## src/rtl/uart_pkg.sv

```systemverilog
// Shared UART-side constants: field widths, command codes, response limits.
// Imported by the response encoder and its interface.
package uart_pkg;

  localparam int CMDLENGTH = 3;
  localparam int IRLENGTH  = 5;

  localparam int RESP_MAX_BYTES = 6;

  localparam logic [CMDLENGTH-1:0] CMD_NOP   = 3'd0;
  localparam logic [CMDLENGTH-1:0] CMD_READ  = 3'd1;
  localparam logic [CMDLENGTH-1:0] CMD_WRITE = 3'd2;
  localparam logic [CMDLENGTH-1:0] CMD_STAT  = 3'd3;
  localparam logic [CMDLENGTH-1:0] CMD_RST   = 3'd4;

endpackage

```

## src/rtl/response_encoder_if.sv

```systemverilog
// Response request bus from the read arbiter plus the byte stream to the UART.
// master drives requests and tx ready; slave is the encoder.
interface response_encoder_if #(
  parameter int DATA_W = 8 * uart_pkg::RESP_MAX_BYTES
);
  import uart_pkg::*;

  logic                 RESP_VALID_I;
  logic                 RESP_READY_O;
  logic [CMDLENGTH-1:0] RESP_CMD_I;
  logic [IRLENGTH-1:0]  RESP_ADDR_I;
  logic [DATA_W-1:0]    RESP_DATA_I;
  logic [3:0]           RESP_NBYTES_I;

  logic                 TX_VALID_O;
  logic                 TX_READY_I;
  logic [7:0]           TX_DATA_O;

  modport master (
    output RESP_VALID_I,
    output RESP_CMD_I,
    output RESP_ADDR_I,
    output RESP_DATA_I,
    output RESP_NBYTES_I,
    input  RESP_READY_O,
    input  TX_VALID_O,
    input  TX_DATA_O,
    output TX_READY_I
  );

  modport slave (
    input  RESP_VALID_I,
    input  RESP_CMD_I,
    input  RESP_ADDR_I,
    input  RESP_DATA_I,
    input  RESP_NBYTES_I,
    output RESP_READY_O,
    output TX_VALID_O,
    output TX_DATA_O,
    input  TX_READY_I
  );

endinterface

```

## src/rtl/response_encoder.sv

```systemverilog
// Serialises one response as a header byte followed by up to MAX_BYTES
// payload bytes, LSB byte first, over a valid/ready byte stream.
module response_encoder
  import uart_pkg::*;
#(
  parameter int MAX_BYTES = RESP_MAX_BYTES,
  parameter int DATA_W    = 8 * MAX_BYTES
) (
  input  logic          CLK_I,
  input  logic          RST_I,
  response_encoder_if.slave bus,
  output logic          BUSY_O
);

  typedef enum logic [1:0] {
    ST_IDLE,
    ST_HEADER,
    ST_PAYLOAD
  } state_t;

  state_t            state_q;
  state_t            state_d;
  logic [7:0]        hdr_q;
  logic [DATA_W-1:0] sh_q;
  logic [3:0]        cnt_q;
  logic [3:0]        nbytes_c;
  logic              load;
  logic              shift;

  // Oversized byte counts are silently clamped to the payload capacity.
  always_comb begin
    nbytes_c = bus.RESP_NBYTES_I;
    if (bus.RESP_NBYTES_I > 4'(MAX_BYTES))
      nbytes_c = 4'(MAX_BYTES);
  end

  // State register.
  always_ff @(posedge CLK_I) begin
    if (RST_I)
      state_q <= ST_IDLE;
    else
      state_q <= state_d;
  end

  // Next state, handshakes and output byte select (registers only).
  always_comb begin
    state_d          = state_q;
    load             = 1'b0;
    shift            = 1'b0;
    bus.RESP_READY_O = 1'b0;
    bus.TX_VALID_O   = 1'b0;
    bus.TX_DATA_O    = 8'h00;
    BUSY_O           = 1'b1;
    unique case (state_q)
      ST_IDLE: begin
        bus.RESP_READY_O = 1'b1;
        BUSY_O           = 1'b0;
        if (bus.RESP_VALID_I) begin
          load    = 1'b1;
          state_d = ST_HEADER;
        end
      end
      ST_HEADER: begin
        bus.TX_VALID_O = 1'b1;
        bus.TX_DATA_O  = hdr_q;
        if (bus.TX_READY_I)
          state_d = (cnt_q == 4'd0) ? ST_IDLE : ST_PAYLOAD;
      end
      ST_PAYLOAD: begin
        bus.TX_VALID_O = 1'b1;
        bus.TX_DATA_O  = sh_q[7:0];
        if (bus.TX_READY_I) begin
          shift = 1'b1;
          if (cnt_q == 4'd1)
            state_d = ST_IDLE;
        end
      end
      default: state_d = ST_IDLE;
    endcase
  end

  // Header latch, payload shifter and remaining-byte counter.
  always_ff @(posedge CLK_I) begin
    if (RST_I) begin
      hdr_q <= 8'h00;
      sh_q  <= '0;
      cnt_q <= 4'd0;
    end else if (load) begin
      hdr_q <= {bus.RESP_CMD_I, bus.RESP_ADDR_I};
      sh_q  <= bus.RESP_DATA_I;
      cnt_q <= nbytes_c;
    end else if (shift) begin
      sh_q  <= sh_q >> 8;
      cnt_q <= cnt_q - 4'd1;
    end
  end

endmodule

```

## src/flat_wrapper.sv

```systemverilog
// flat-port wrapper written by rule: the top's interface ports become plain ports
module response_encoder_flat import uart_pkg::*;
#(
  parameter int MAX_BYTES = RESP_MAX_BYTES,
  parameter int DATA_W    = 8 * MAX_BYTES
)
  (CLK_I, RST_I, BUSY_O, bus_RESP_VALID_I, bus_RESP_CMD_I, bus_RESP_ADDR_I, bus_RESP_DATA_I, bus_RESP_NBYTES_I, bus_RESP_READY_O, bus_TX_VALID_O, bus_TX_DATA_O, bus_TX_READY_I);
  response_encoder_if #(.DATA_W(DATA_W)) bus_i ();
  input  logic CLK_I;
  input  logic RST_I;
  output logic BUSY_O;
  input wire logic [$bits(bus_i.RESP_VALID_I)-1:0] bus_RESP_VALID_I;
  input wire logic [$bits(bus_i.RESP_CMD_I)-1:0] bus_RESP_CMD_I;
  input wire logic [$bits(bus_i.RESP_ADDR_I)-1:0] bus_RESP_ADDR_I;
  input wire logic [$bits(bus_i.RESP_DATA_I)-1:0] bus_RESP_DATA_I;
  input wire logic [$bits(bus_i.RESP_NBYTES_I)-1:0] bus_RESP_NBYTES_I;
  output wire logic [$bits(bus_i.RESP_READY_O)-1:0] bus_RESP_READY_O;
  output wire logic [$bits(bus_i.TX_VALID_O)-1:0] bus_TX_VALID_O;
  output wire logic [$bits(bus_i.TX_DATA_O)-1:0] bus_TX_DATA_O;
  input wire logic [$bits(bus_i.TX_READY_I)-1:0] bus_TX_READY_I;
  assign bus_i.RESP_VALID_I = bus_RESP_VALID_I;
  assign bus_i.RESP_CMD_I = bus_RESP_CMD_I;
  assign bus_i.RESP_ADDR_I = bus_RESP_ADDR_I;
  assign bus_i.RESP_DATA_I = bus_RESP_DATA_I;
  assign bus_i.RESP_NBYTES_I = bus_RESP_NBYTES_I;
  assign bus_RESP_READY_O = bus_i.RESP_READY_O;
  assign bus_TX_VALID_O = bus_i.TX_VALID_O;
  assign bus_TX_DATA_O = bus_i.TX_DATA_O;
  assign bus_i.TX_READY_I = bus_TX_READY_I;
  response_encoder #(.MAX_BYTES(MAX_BYTES), .DATA_W(DATA_W)) u_core (.CLK_I(CLK_I), .RST_I(RST_I), .bus(bus_i), .BUSY_O(BUSY_O));
endmodule
```

## config.mk

```make
export PLATFORM = sky130hd
export DESIGN_NAME = response_encoder_flat
export DESIGN_NICKNAME = d
export VERILOG_FILES = /design/src/rtl/uart_pkg.sv /design/src/rtl/response_encoder_if.sv /design/src/rtl/response_encoder.sv /design/src/flat_wrapper.sv
export SDC_FILE = /design/constraint.sdc
export NUM_CORES = 1
export LEC_CHECK = 0
export CAP_MARGIN = 15
export CORE_UTILIZATION = 29
export DETAILED_ROUTE_END_ITERATION = 8
export SLEW_MARGIN = 20
export SYNTH_ARGS = -nofsm -noshare
export SYNTH_HDL_FRONTEND = slang
export SYNTH_SLANG_ARGS = --single-unit
```

## constraint.sdc

```tcl
create_clock -name CLK_I -period 1.6 [get_ports CLK_I]
set_input_delay 0.4 -clock CLK_I [delete_from_list [all_inputs] [get_ports CLK_I]]
set_output_delay 0.4 -clock CLK_I [all_outputs]
set_load 0.01 [all_outputs]
```

==> summary.md <==
| Metric | Value |
|---|---|
| Worst path depth | `5` |
| Mux share of post-synthesis cell area | `0.6754%` |
| DIE WIDTH | `103.1 microns` |
| Static leakage | `1.629 nW` |
| Clk pwr share | `24.9%` |
| Adder-cell share of the synthesized area | `2.955%` |
| Initial Utilization | `30.19%` |
| Sequential Area | `1246 sq um` |
| Total wire length | `8298 microns` |
| I/O Buffers | `74` |
| Syn_nets | `427` |
| Area grow syn2layout | `51.96%` |
| Antenna violations before repair | `0` |
| Buffers & Inverters on Critical Path | `2` |
| TritonCTS clock tree | `yes` |
| Area occupied by multi-input gates | `1727 sq um` |
| Inserted Clock Buffers | `9` |
| Die area | `10630 sq um` |
| DP Wirelength | `5387 microns` |
| Vias in the first global route | `2624` |
| CP Class | `reg2out` |
| WL/cell | `14.31 microns` |
| Post-synth EDFFs | `0` |
| Core ar. | `9819 sq um` |
| Reg2reg setup slack | `-0.05 ns` |
| Slowest cell on crit path | `dfxtp_4` |
| N_diodes | `0` |
| Hold EP | `u_core.hdr_q[1]` |
| Total power | `6.923 mW` |
| Critical Path End Type | `primary output` |
| Placed cells | `553` |
| Final-layout fill cell count | `1009` |
| Worst reg2reg path startpoint | `u_core.state_q[0]` |
| Prevailing post-synth register cell | `dfxtp_1` |
| Flop pwr share | `31.4%` |
| Status | `finished, violations left` |
| Fin area | `4504 sq um` |
| Crit path cell chain | `buf_4 > ha_4 > a22oi_1 > nor2b_1 > buf_2` |
| Most frequent cell after synthesis | `nand2_1` |
| Top post-synthesis cells by count | `100 x nand2_1, 62 x dfxtp_1, 49 x nor2_1` |
| Global-route wire length before repair | `12610 microns` |
| Via density per instance | `4.855` |
| DP Worst Slack | `-0.4018 ns` |
| Clk sink count | `62` |
| Maxcap violations | `0` |
| Die H | `103.1 microns` |
| Synth Register Bits | `62` |
| Drt first pass iters | `4` |
| Synth Area in Compound Gates | `24.65%` |
| I/O pin count | `75` |
| Fin crit period | `1.808 ns` |
| GR Overflow Total | `0` |
| Clk pin slew, worst setup/hold paths | `0.08 ns` |
| Largest cells by area after synthesis | `dfxtp_1 42%, nand2_1 13%, a311oi_2 10%, a311oi_1 6.2%, nor2_1 6.2%` |
| DR DRC count | `0` |
| Pwr Density | `1537 nW/um^2` |
| Clock skew | `0.01182 ns` |
| Xor/xnor cell area share of the yosys netlist | `0.2955%` |
| Post-route setup TNS | `-2.393 ns` |
| Syn Inst Count | `356` |
| H-tree depth | `3` |
| Relative max-transition margin | `72.57%` |
| Post-synthesis simple-gate area fraction | `23.43%` |
| Avg Cell Area, Syn | `8.326 sq um` |
| Internal power | `4.505 mW` |
| Slowest stage delay, CP | `0.36 ns` |
| Worst r2r dst | `u_core.sh_q[8]` |
| Family with the most delay on the worst path | `flip-flops` |
| CTS Buffer Depth | `2` |
| Pin count of the biggest net entering global routing | `31` |
| Main combinational cell family by area after synthesis | `compound AO/OA/AOI/OAI gates` |
| Ys async rst share | `0%` |
| # nets final | `513` |
| Count of cell types in the netlist | `33` |
| Min-Delay Startpoint | `u_core.hdr_q[1]` |
| Drt initial violations | `99` |
| Slew @ Worst Pin | `0.4115 ns` |
| Post-DP Area | `3981 sq um` |
| Yosys top cell by area | `dfxtp_1` |
| Yosys Warn Count | `0` |
| Period utilization | `113.0%` |
| Placer Congestion | `0.7110` |
| HP Class | `reg2reg` |
| Clock root buffer master | `clkbuf_8` |
| GR Util All Layers | `15.57%` |
| Crit-path max FO | `9` |
| Max Transition Viols Final | `0` |
| Synth top area share | `41.87%` |
| Switching pwr | `2.417 mW` |
| Gate power share | `43.7%` |
| Post-Route Utilization | `45.87%` |
| Post-CTS Hold Fix Bufs | `0` |
| Detail Route Antenna Nets | `0` |
| Worst endpoint required time | `1.20 ns` |
| Unrepaired setup endpoints after global routing | `yes` |
| Final Hold Viols | `0` |
| Failing checks | `setup timing` |
| Register area share after synthesis | `41.87%` |
| Hold path depth | `2` |
| Via count | `2816` |
| Peak VDD IR | `0.7069 mV` |
| Mapped Area | `2964 sq um` |
| Max Fclk | `553.2 MHz` |
| # setup viols final | `45` |
| Switching share of power | `34.92%` |
| Layout cell share with drive strength beyond 1 | `26.62%` |
| Row count | `36` |
| CP arrival | `1.41 ns` |
| Cell Count, Final, Fillers Out | `580` |
| Setup ws final | `-0.2077 ns` |
| R2R cell count | `7` |
| Clk_lat worst skew | `0.34 ns` |
| Final hold slack | `0.4573 ns` |
| Startpoint types | `flop` |
| Worst Setup SP | `u_core.state_q[0]` |
[repair_timing]
item                                   in CTS  in global routing
setup endpoints to repair                  64                 61
cloned                                      0                  4
buffers inserted                            4                  3
endpoints found under the hold margin       0                  0
resized for setup                          61                 24
pin swaps                                   1                  4
[registers in the layout, summed over array words and instances, names as in the netlist]
name,cells
u_core.sh_q,48
u_core.hdr_q,8
u_core.state_q,2
u_core.cnt_q,4
[tightest hold or removal path: cells and delay by family (launching register included)]
| kind | cells | cell delay [ns] |
|---|---|---|
| AO/OA/AOI/OAI | 1 | 0.05 |
| flip-flops | 1 | 0.31 |
| AND/OR/NAND/NOR | 1 | 0.05 |
[per-layer routing]
metal  global-route usage [%]  wire (microns)  up-vias
met4                    5.525              83        0
met2                    24.62            4020       57
li1                         -               -     1414
met5                        0               0        -
met1                    20.39            3825     1335
met3                    4.203             369       10
[placed cells by master (no fill, tap or decap), types with 2 or more instances in the layout]
cell type | synthesis | final
nand2_1 | 100 | 99
clkdlybuf4s50_1 | 0 | 62
dfxtp_1 | 62 | 60
nor2_1 | 49 | 43
a311oi_2 | 20 | 36
buf_4 | 4 | 17
a22oi_1 | 17 | 13
buf_2 | 13 | 12
clkbuf_8 | 0 | 10
a21oi_1 | 9 | 9
nor2b_1 | 8 | 8
buf_12 | 0 | 8
nor2_2 | 0 | 6
inv_1 | 7 | 5
a311oi_1 | 21 | 5
a22oi_2 | 0 | 4
ha_1 | 7 | 4
buf_6 | 1 | 4
nand2b_1 | 3 | 3
ha_4 | 0 | 3
bufinv_16 | 0 | 3
clkbuf_16 | 0 | 3
mux2i_1 | 2 | 2
nor3_1 | 2 | 2
o21ai_0 | 2 | 2
or3_1 | 2 | 2
[logic make-up after synthesis]
| kind of cell | count (synthesis) |
|---|---|
| multiplexers | 2 |
| XOR/XNOR | 1 |
| flip-flops | 62 |
| AND/OR/NAND/NOR | 170 |
| AO/OA/AOI/OAI | 76 |
| adder cells (fa/ha/maj) | 7 |
| buffers and inverters | 38 |
[layout make-up]
type | instances | area share [%]
multi-input combinational | 256 | 38.33
sequential | 62 | 27.67
timing repair buffer | 106 | 24.17
tap | 133 | 3.694
clock buffer | 11 | 3.139
clock inverter | 5 | 2.361
inverter | 7 | 0.6389
[worst max path at each step]
stage	end	slack, ns
finish	bus_TX_DATA_O[6]	-0.21
global route	bus_TX_DATA_O[6]	-0.30
CTS	bus_TX_DATA_O[6]	-0.22
detailed placement	bus_TX_DATA_O[7]	-0.40
global placement	bus_TX_DATA_O[6]	-0.36
floorplan	u_core.sh_q[29]	0.04
[power groups by stage]
stage | Clock [mW] | Sequential [mW] | Combinational (mW)
CTS | 1.77 | 2.16 | 2.65
finish | 1.72 | 2.17 | 3.03
global route | 1.85 | 2.22 | 3.32
floorplan | 0 | 2.11 | 1.61
global placement | 0 | 2.17 | 2.44
detailed placement | 0 | 2.18 | 2.50
Note: power is estimated with default switching activity, not from simulation.
